==> src/rtl/oam_dma_if.sv <==
// Bus bundle between the OAM DMA engine and the MMU side of the Game Boy memory system.
// The master modport is the DMA engine; the slave modport is the MMU/memory side.
interface oam_dma_if;
  logic        reg_wr;
  logic [7:0]  reg_wdata;
  logic [7:0]  reg_rdata;
  logic        rd_req;
  logic [15:0] rd_addr;
  logic [7:0]  rd_data;
  logic        wr_req;
  logic [15:0] wr_addr;
  logic [7:0]  wr_data;
  logic        active;
  logic        done;

  modport master (
    input  reg_wr, reg_wdata, rd_data,
    output reg_rdata, rd_req, rd_addr, wr_req, wr_addr, wr_data, active, done
  );

  modport slave (
    output reg_wr, reg_wdata, rd_data,
    input  reg_rdata, rd_req, rd_addr, wr_req, wr_addr, wr_data, active, done
  );
endinterface

==> src/rtl/oam_dma.sv <==
// OAM DMA engine: on a write to 0xFF46 copies LENGTH bytes from {src, 8'h00}
// into OAM at 0xFE00, one byte per M-cycle of CYCLES_PER_BYTE clocks.
// Request outputs are computed from the next-state values and registered, so
// they line up with the state/phase they belong to without combinational decode.
module oam_dma #(
  parameter int CYCLES_PER_BYTE = 4,
  parameter int LENGTH          = 160
) (
  input  logic      clk,
  input  logic      reset,
  oam_dma_if.master bus
);

  localparam int              PW         = $clog2(CYCLES_PER_BYTE);
  localparam logic [PW-1:0]   PHASE_LAST = PW'(CYCLES_PER_BYTE - 1);
  localparam logic [PW-1:0]   PHASE_WR   = PW'(1);
  localparam logic [7:0]      IDX_LAST   = 8'(LENGTH - 1);

  typedef enum logic [1:0] {
    IDLE,
    START,
    XFER
  } state_t;

  state_t         state_q, state_d;
  logic [7:0]     src_q, src_d;
  logic [7:0]     idx_q, idx_d;
  logic [PW-1:0]  phase_q, phase_d;
  logic [7:0]     rdata_q, rdata_d;
  logic [7:0]     data_q, data_d;
  logic [7:0]     eff_src_d;
  logic           rd_req_q, rd_req_d;
  logic           wr_req_q, wr_req_d;
  logic           active_q, active_d;
  logic           done_q, done_d;
  logic [15:0]    rd_addr_q, rd_addr_d;
  logic [15:0]    wr_addr_q, wr_addr_d;

  // Next-state and next-output computation; a register write restarts from any state.
  always_comb begin
    state_d = state_q;
    src_d   = src_q;
    idx_d   = idx_q;
    phase_d = phase_q;
    rdata_d = rdata_q;
    data_d  = data_q;

    case (state_q)
      START: begin
        if (phase_q == PHASE_LAST) begin
          phase_d = '0;
          state_d = XFER;
        end else begin
          phase_d = phase_q + PW'(1);
        end
      end
      XFER: begin
        if (phase_q == PHASE_LAST) begin
          phase_d = '0;
          if (idx_q == IDX_LAST) begin
            state_d = IDLE;
          end else begin
            idx_d = idx_q + 8'd1;
          end
        end else begin
          phase_d = phase_q + PW'(1);
        end
      end
      default: begin
      end
    endcase

    if (wr_req_q) begin
      data_d = bus.rd_data;
    end

    if (bus.reg_wr) begin
      src_d   = bus.reg_wdata;
      rdata_d = bus.reg_wdata;
      idx_d   = 8'd0;
      phase_d = '0;
      state_d = START;
    end

    eff_src_d = (src_d >= 8'hE0) ? (src_d - 8'h20) : src_d;
    active_d  = (state_d != IDLE);
    rd_req_d  = (state_d == XFER) && (phase_d == '0);
    wr_req_d  = (state_d == XFER) && (phase_d == PHASE_WR);
    rd_addr_d = rd_req_d ? {eff_src_d, idx_d} : rd_addr_q;
    wr_addr_d = wr_req_d ? {8'hFE, idx_d} : wr_addr_q;
    done_d    = (state_d == XFER) && (phase_d == PHASE_LAST) && (idx_d == IDX_LAST);
  end

  // State machine and registered outputs with synchronous active-low reset.
  always_ff @(posedge clk) begin
    if (!reset) begin
      state_q   <= IDLE;
      src_q     <= 8'h00;
      idx_q     <= 8'h00;
      phase_q   <= '0;
      rdata_q   <= 8'hFF;
      data_q    <= 8'h00;
      rd_req_q  <= 1'b0;
      wr_req_q  <= 1'b0;
      rd_addr_q <= 16'h0000;
      wr_addr_q <= 16'h0000;
      active_q  <= 1'b0;
      done_q    <= 1'b0;
    end else begin
      state_q   <= state_d;
      src_q     <= src_d;
      idx_q     <= idx_d;
      phase_q   <= phase_d;
      rdata_q   <= rdata_d;
      data_q    <= data_d;
      rd_req_q  <= rd_req_d;
      wr_req_q  <= wr_req_d;
      rd_addr_q <= rd_addr_d;
      wr_addr_q <= wr_addr_d;
      active_q  <= active_d;
      done_q    <= done_d;
    end
  end

  // Read data arrives the cycle after rd_req, which is the write cycle, so it is
  // passed straight through then and held from the latched copy afterwards.
  // A restart landing on the final phase cancels that cycle's done pulse.
  assign bus.reg_rdata = rdata_q;
  assign bus.rd_req    = rd_req_q;
  assign bus.rd_addr   = rd_addr_q;
  assign bus.wr_req    = wr_req_q;
  assign bus.wr_addr   = wr_addr_q;
  assign bus.wr_data   = wr_req_q ? bus.rd_data : data_q;
  assign bus.active    = active_q;
  assign bus.done      = done_q & ~bus.reg_wr;

endmodule

==> src/flat_wrapper.sv <==
// flat-port wrapper written by rule: the top's interface ports become plain ports
module oam_dma_flat 
#(
  parameter int CYCLES_PER_BYTE = 4,
  parameter int LENGTH          = 160
)
  (clk, reset, bus_reg_wr, bus_reg_wdata, bus_rd_data, bus_reg_rdata, bus_rd_req, bus_rd_addr, bus_wr_req, bus_wr_addr, bus_wr_data, bus_active, bus_done);
  oam_dma_if bus_i ();
  input  logic clk;
  input  logic reset;
  input wire logic [$bits(bus_i.reg_wr)-1:0] bus_reg_wr;
  input wire logic [$bits(bus_i.reg_wdata)-1:0] bus_reg_wdata;
  input wire logic [$bits(bus_i.rd_data)-1:0] bus_rd_data;
  output wire logic [$bits(bus_i.reg_rdata)-1:0] bus_reg_rdata;
  output wire logic [$bits(bus_i.rd_req)-1:0] bus_rd_req;
  output wire logic [$bits(bus_i.rd_addr)-1:0] bus_rd_addr;
  output wire logic [$bits(bus_i.wr_req)-1:0] bus_wr_req;
  output wire logic [$bits(bus_i.wr_addr)-1:0] bus_wr_addr;
  output wire logic [$bits(bus_i.wr_data)-1:0] bus_wr_data;
  output wire logic [$bits(bus_i.active)-1:0] bus_active;
  output wire logic [$bits(bus_i.done)-1:0] bus_done;
  assign bus_i.reg_wr = bus_reg_wr;
  assign bus_i.reg_wdata = bus_reg_wdata;
  assign bus_i.rd_data = bus_rd_data;
  assign bus_reg_rdata = bus_i.reg_rdata;
  assign bus_rd_req = bus_i.rd_req;
  assign bus_rd_addr = bus_i.rd_addr;
  assign bus_wr_req = bus_i.wr_req;
  assign bus_wr_addr = bus_i.wr_addr;
  assign bus_wr_data = bus_i.wr_data;
  assign bus_active = bus_i.active;
  assign bus_done = bus_i.done;
  oam_dma #(.CYCLES_PER_BYTE(CYCLES_PER_BYTE), .LENGTH(LENGTH)) u_core (.clk(clk), .reset(reset), .bus(bus_i));
endmodule
==> config.mk <==
export PLATFORM = sky130hd
export DESIGN_NAME = oam_dma_flat
export DESIGN_NICKNAME = d
export VERILOG_FILES = /design/src/rtl/oam_dma_if.sv /design/src/rtl/oam_dma.sv /design/src/flat_wrapper.sv
export SDC_FILE = /design/constraint.sdc
export NUM_CORES = 1
export LEC_CHECK = 0
export ABC_AREA = 1
export CAP_MARGIN = 20
export CELL_PAD_IN_SITES_DETAIL_PLACEMENT = 2
export CELL_PAD_IN_SITES_GLOBAL_PLACEMENT = 2
export CORE_AREA = 3 3 110 112
export DETAILED_ROUTE_END_ITERATION = 7
export DIE_AREA = 0 0 113 115
export PLACE_DENSITY_LB_ADDON = 0.3
export SYNTH_ARGS = -nofsm -noshare
export SYNTH_HDL_FRONTEND = slang
export SYNTH_SLANG_ARGS = --single-unit
export TNS_END_PERCENT = 1
==> constraint.sdc <==
create_clock -name clk -period 2.5 [get_ports clk]
set_input_delay 0.5 -clock clk [delete_from_list [all_inputs] [get_ports clk]]
set_output_delay 0.5 -clock clk [all_outputs]
set_load 0.01 [all_outputs]
# Yosys cells after proc, flatten, opt, wreduce, memory -nomap -nowiden
# Cells that the tools add are included.
[totals]
in_bits = 19
out_inout_bits = 52
regBits = 65
[op_classes]
add_sub_neg = 3
magnitude_cmp = 1
reduce_logical = 7
eq_ne = 8
bitwise = 2
n_mux = 15
[op_table]
columns = ["op", "n"]
rows = [
  ["8-bit 2-to-1 mux", 7],
  ["8-bit == test (second input constant)", 2],
  ["2-bit 2-to-1 mux", 7],
  ["8-bit by 1-bit adder with 8-bit output (second input constant)", 1],
  ["2-bit == test (second input constant)", 4],
  ["8-bit greater-or-equal comparator (second input constant)", 1],
  ["8-bit by 6-bit subtractor with 8-bit output (second input constant)", 1],
  ["2-bit by 1-bit == test with 1-bit output (second input constant)", 2],
  ["1-bit logical AND", 4],
  ["2-bit one-hot mux with 2 select lines", 1],
  ["2-bit by 1-bit adder with 2-bit output (second input constant)", 1],
  ["2-bit logical NOT", 1],
  ["2-bit nonzero test", 1],
  ["2-bit OR reduction", 1],
  ["1-bit bitwise AND", 1],
  ["1-bit inverter", 1],
]

# Logic depth before layout (Yosys ltp)
[logic_depth]
depth_word = 8
depth_mapped = 13
depth_no_buf = 12

# Worst setup path before layout
# OpenSTA, ideal clock, no wires.
[synth_path]
path_kind = "register -> register"
start = "register u_core.state_q[0]"
end = "register u_core.rd_addr_q[10], in the netlist u_core.bus.rd_addr[10]"
synth_period_minus_slack_ns = 1.833
slack_ns = 0.667
path_stages_with_launch = 12
t_arrival_ns = 1.723
setup_ns = 0.110
path_cell_list = "dfxtp_1 > inv_1 > ha_1 > nor2_1 > nor2_1 > o21ai_1 > inv_1 > a21oi_1 > buf_2 > nand4_1 > nand2_1 > nor2_1"
[synth_between]
elab_chain_len = 6
word_cells_on_any_way = 13
classes_between = "eq/ne (3); mux (7); reduce/logical (3)"
[synth_rtl]
columns = ["element", "line", "rtl"]
rows = [
  ["start, declared", "oam_dma.sv:25", "state_t state_q, state_d;"],
  ["start signal, assigned", "oam_dma.sv:110", "state_q <= state_d;"],
  ["2-bit 2-to-1 mux (tied with other cells)", "oam_dma.sv:60", "if (idx_q == IDX_LAST) begin"],
  ["2-bit 2-to-1 mux / 2-bit OR reduction (equally long branches)", "n/a", ""],
  ["2-bit one-hot mux with 2 select lines / 2-bit 2-to-1 mux (equally long branches)", "n/a", ""],
  ["2-bit 2-to-1 mux", "oam_dma.sv:77", "if (bus.reg_wr) begin"],
  ["2-bit == test / 2-bit logical NOT (equally long branches)", "oam_dma.sv:87", "rd_req_d = (state_d == XFER) && (phase_d == '0);"],
  ["1-bit logical AND *", "oam_dma.sv:87", ""],
  ["end signal, assigned", "oam_dma.sv:118", "rd_addr_q <= rd_addr_d;"],
  ["end, declared", "oam_dma.sv:36", "logic [15:0] rd_addr_q, rd_addr_d;"],
]
# Mark *: on every way between the ends. The rest lies on a longest branch, timed or not.
# A chain may end at the register's enable or synchronous reset.

# Worst setup path after layout
[layout_path]
start = "input port bus_reg_wr"
end = "output port bus_done"
[layout_between]
elab_chain_len = 2
[layout_rtl]
columns = ["element", "line", "rtl"]
rows = [
  ["start, declared", "flat_wrapper.sv:11", "input wire logic [$bits(bus_i.reg_wr)-1:0] bus_reg_wr;"],
  ["1-bit inverter", "oam_dma.sv:135", "assign bus.done = done_q & ~bus.reg_wr;"],
  ["1-bit bitwise AND", "oam_dma.sv:135", ""],
  ["end, declared", "flat_wrapper.sv:21", "output wire logic [$bits(bus_i.done)-1:0] bus_done;"],
]
# No other way between the ends.

==> impl_metrics.toml <==
[outcome]
outcome = "completed"

[drt]
ant_nets = 0
wl_met3_um = 279
wl_met1_um = 4410
drt_iter0_drc = 85
vias_per_cell = 4.47
routed.top_layer = "met4"
route.detailed.wl_per_inst_um = 15.1
routed-wl-met2_um = 4910
vias = 2879
wirelength_um = 9740
drc_errors = 0
dr.pass1.iters = 4

[worst_setup_path]
cp.required_ps = 2000
reg2reg_depth = 11
path_max_fanout = 5
slowest_delay_ps = 560
cp.arrival_ps = 1730
critPathLaunchType = "primary input"
worstReg2RegStart = "u_core.state_q[0]$_SDFF_PN0_"
slowest_stage = "clkdlybuf4s50_1"
critical-path-top-cell-by-count = "clkdlybuf4s50_1"
timing.rr.end = "u_core.bus.wr_addr[3]$_SDFFE_PN0P_"
path_cells = "clkdlybuf4s50_1, nor2_1, clkdlybuf4s50_1"
rrSetupSlack_ps = 300
end_kind = "output pin"
path_class = "in2out"

[worst_hold_path]
whs_endpoint = "u_core.bus.reg_rdata[4]$_SDFFE_PN1P_"
whs_path_depth = 2
hp-start = "u_core.bus.reg_rdata[4]$_SDFFE_PN1P_"
hp-class = "reg2reg"

[synthesis]
ys_types = 29
async_flop_share = 0
avgSynthCellArea_sq_um = 6.99
syn_inst = 430
synth_area_sq_um = 3010
syn_nets = 454
yosysTopAreaCell = "dfxtp_1"
yosysTopAreaCellShare = 0.433
yosys-top-cells-area = "dfxtp_1 43%, nand2_1 15%, nor2_1 7.9%"
ys_seq_area_frac = 0.433
ys_ff_latch = 65
ys.flop_type = "dfxtp_1"
yosysWarnings = 0
synth-edff-count = 0

[layout]
fillers = 1333
nNetsFinal = 520
mostFrequentLayoutCell = "nand2_1"
diodes = 0
final_cell_mix = "117 x nand2_1, 69 x clkdlybuf4s50_1, 65 x dfxtp_1"
fin_area_sq_um = 4160
drive_gt1_frac = 0.0938
area_growth_pct = 38.3
finish.utilization = 0.367

[run]
drv_cap = 0

[clock_network]
cts_hold_buf = 0
numCtsBuffers = 9
clock_latency_ps = 340
root_buffer = "clkbuf_16"
cts_setup_buffers = 0
tritoncts = "yes"
clkTransAtPathRegs_ps = 60
htree_levels = 3
post_cts_resized = 0
cts_buffer_depth = 2
cts.sinks = 65

[timing]
tns_ps = 0
fin_crit_ps = 2230
fin_crit_sh = 0.891
final_max_slew_viol_count = 0
hold_violations = 0
grt_setup_unrepaired = "false"
fmax_mhz = 449
final-setup-viol-count = 0
skew_ps = 7.85

[pwr]
p_sw_frac = 0.227
power_w = 0.00273
power_frac_clock = 0.543
power_leakage_nw = 1.85
comb_power_share = 0.066
ir_drop_uv = 299
seqPwrFrac = 0.390
power.internal_w = 0.00211
powerDensity_nw_per_um2 = 656
p_switching_w = 0.000620

[floorplan]
start_util = 0.266
die_width_um = 113
rows = 39
die_y_um = 115
core_sq_um = 11300
dieArea_sq_um = 13000
ios = 71

[grt]
grt_pass1_vias = 3070
grt.total_usage = 0.157
grt-ovfl-total = 0
grt_pass1_wl_um = 15900
antenna_found_initial = 0
grt_max_degree = 33

[placement]
place_area_sq_um = 3810
port-buffer-count = 69
dp_hpwl_um = 7190
gp_congestion = 0.770
## stage by stage
stage	setup slack [ps]	hold slack [ps]	std cells
6_report	272	466	644
5_1_grt	17.5	494	644
4_1_cts	240	466	644
3_5_place_dp	122	450	628
3_3_place_gp	214	441	628
2_1_floorplan	667	448	430
## worst max path at each step
stage / to / slack [ps] / startpoint
after global placement: u_core.bus.rd_addr[1]$_SDFFE_PN0P_ / 210 / bus_reg_wr
after detailed placement: u_core.bus.wr_addr[3]$_SDFFE_PN0P_ / 120 / bus_reg_wr
after floorplan: u_core.bus.rd_addr[10]$_SDFFE_PN0P_ / 670 / u_core.state_q[0]$_SDFF_PN0_
after global routing: u_core.bus.wr_addr[3]$_SDFFE_PN0P_ / 20 / u_core.state_q[0]$_SDFF_PN0_
after CTS: bus_done / 240 / bus_reg_wr
final: bus_done / 270 / bus_reg_wr
## critical path, delay by kind of cell
family	cells	cell delay, ps
and+or+nand+nor	1	170
buffers and inverters	2	1060
## final cells by class
cell class	count	area, sq um	share of cell area
Multi-Input combinational cell	276	1320	0.317
Sequential cell	65	1300	0.313
Timing Repair Buffer	81	781	0.188
Inverter	63	236	0.0569
Clock buffer	9	225	0.0542
Tap cell	143	179	0.0430
Clock inverter	7	119	0.0286
## power by group through the flow
stage               sequential, W  combinational [W]  clock, W
floorplan                 0.00109          0.0000908         0
global placement          0.00109           0.000177         0
detailed placement        0.00109           0.000183         0
CTS                       0.00106           0.000184   0.00151
global route              0.00107           0.000201   0.00156
finish                    0.00106           0.000181   0.00148
## layer usage
metal / vias up / track usage
met5: - / 0
met4: 0 / 0.0505
met3: 11 / 0.0321
met2: 42 / 0.281
met1: 1381 / 0.190
li1: 1445 / -
## flip-flops by register name, indices dropped and copies added, names as in the netlist
signal                flops
u_core.state_q            2
u_core.done_q             1
u_core.phase_q            2
u_core.bus.rd_addr       16
u_core.bus.reg_rdata      8
u_core.idx_q              8
u_core.src_q              8
u_core.data_q             8
u_core.bus.rd_req         1
u_core.bus.wr_req         1
u_core.bus.wr_addr        9
u_core.bus.active         1
## logic make-up (layout without fill, tap and decap cells)
family | after synthesis | after routing | synth area share
simple gates | 241 | 241 | 0.360
buf+inv | 89 | 160 | 0.129
flops | 65 | 65 | 0.433
compound gates | 27 | 27 | 0.0499
fa+ha+maj | 5 | 5 | 0.0208
xor+xnor | 2 | 2 | 0.00583
other cells | 1 | 1 | 0.00125
## synthesized netlist by cell type, types with 2 or more instances
library cell and instances:
inv_2 6, nand3_1 26, a21boi_0 5, buf_2 5, xor2_1 2, nand3_4 3
nand2_2 2, dfxtp_1 65, buf_6 2, a21oi_1 15, nor2_2 2, buf_4 9
nor2_1 63, ha_1 5, inv_1 57, nand2_1 117, clkbuf_1 7, buf_1 3
nand2_4 2, o21ai_1 6, nand4_1 19, nand3_2 2
(Power assumes the default switching activity.)
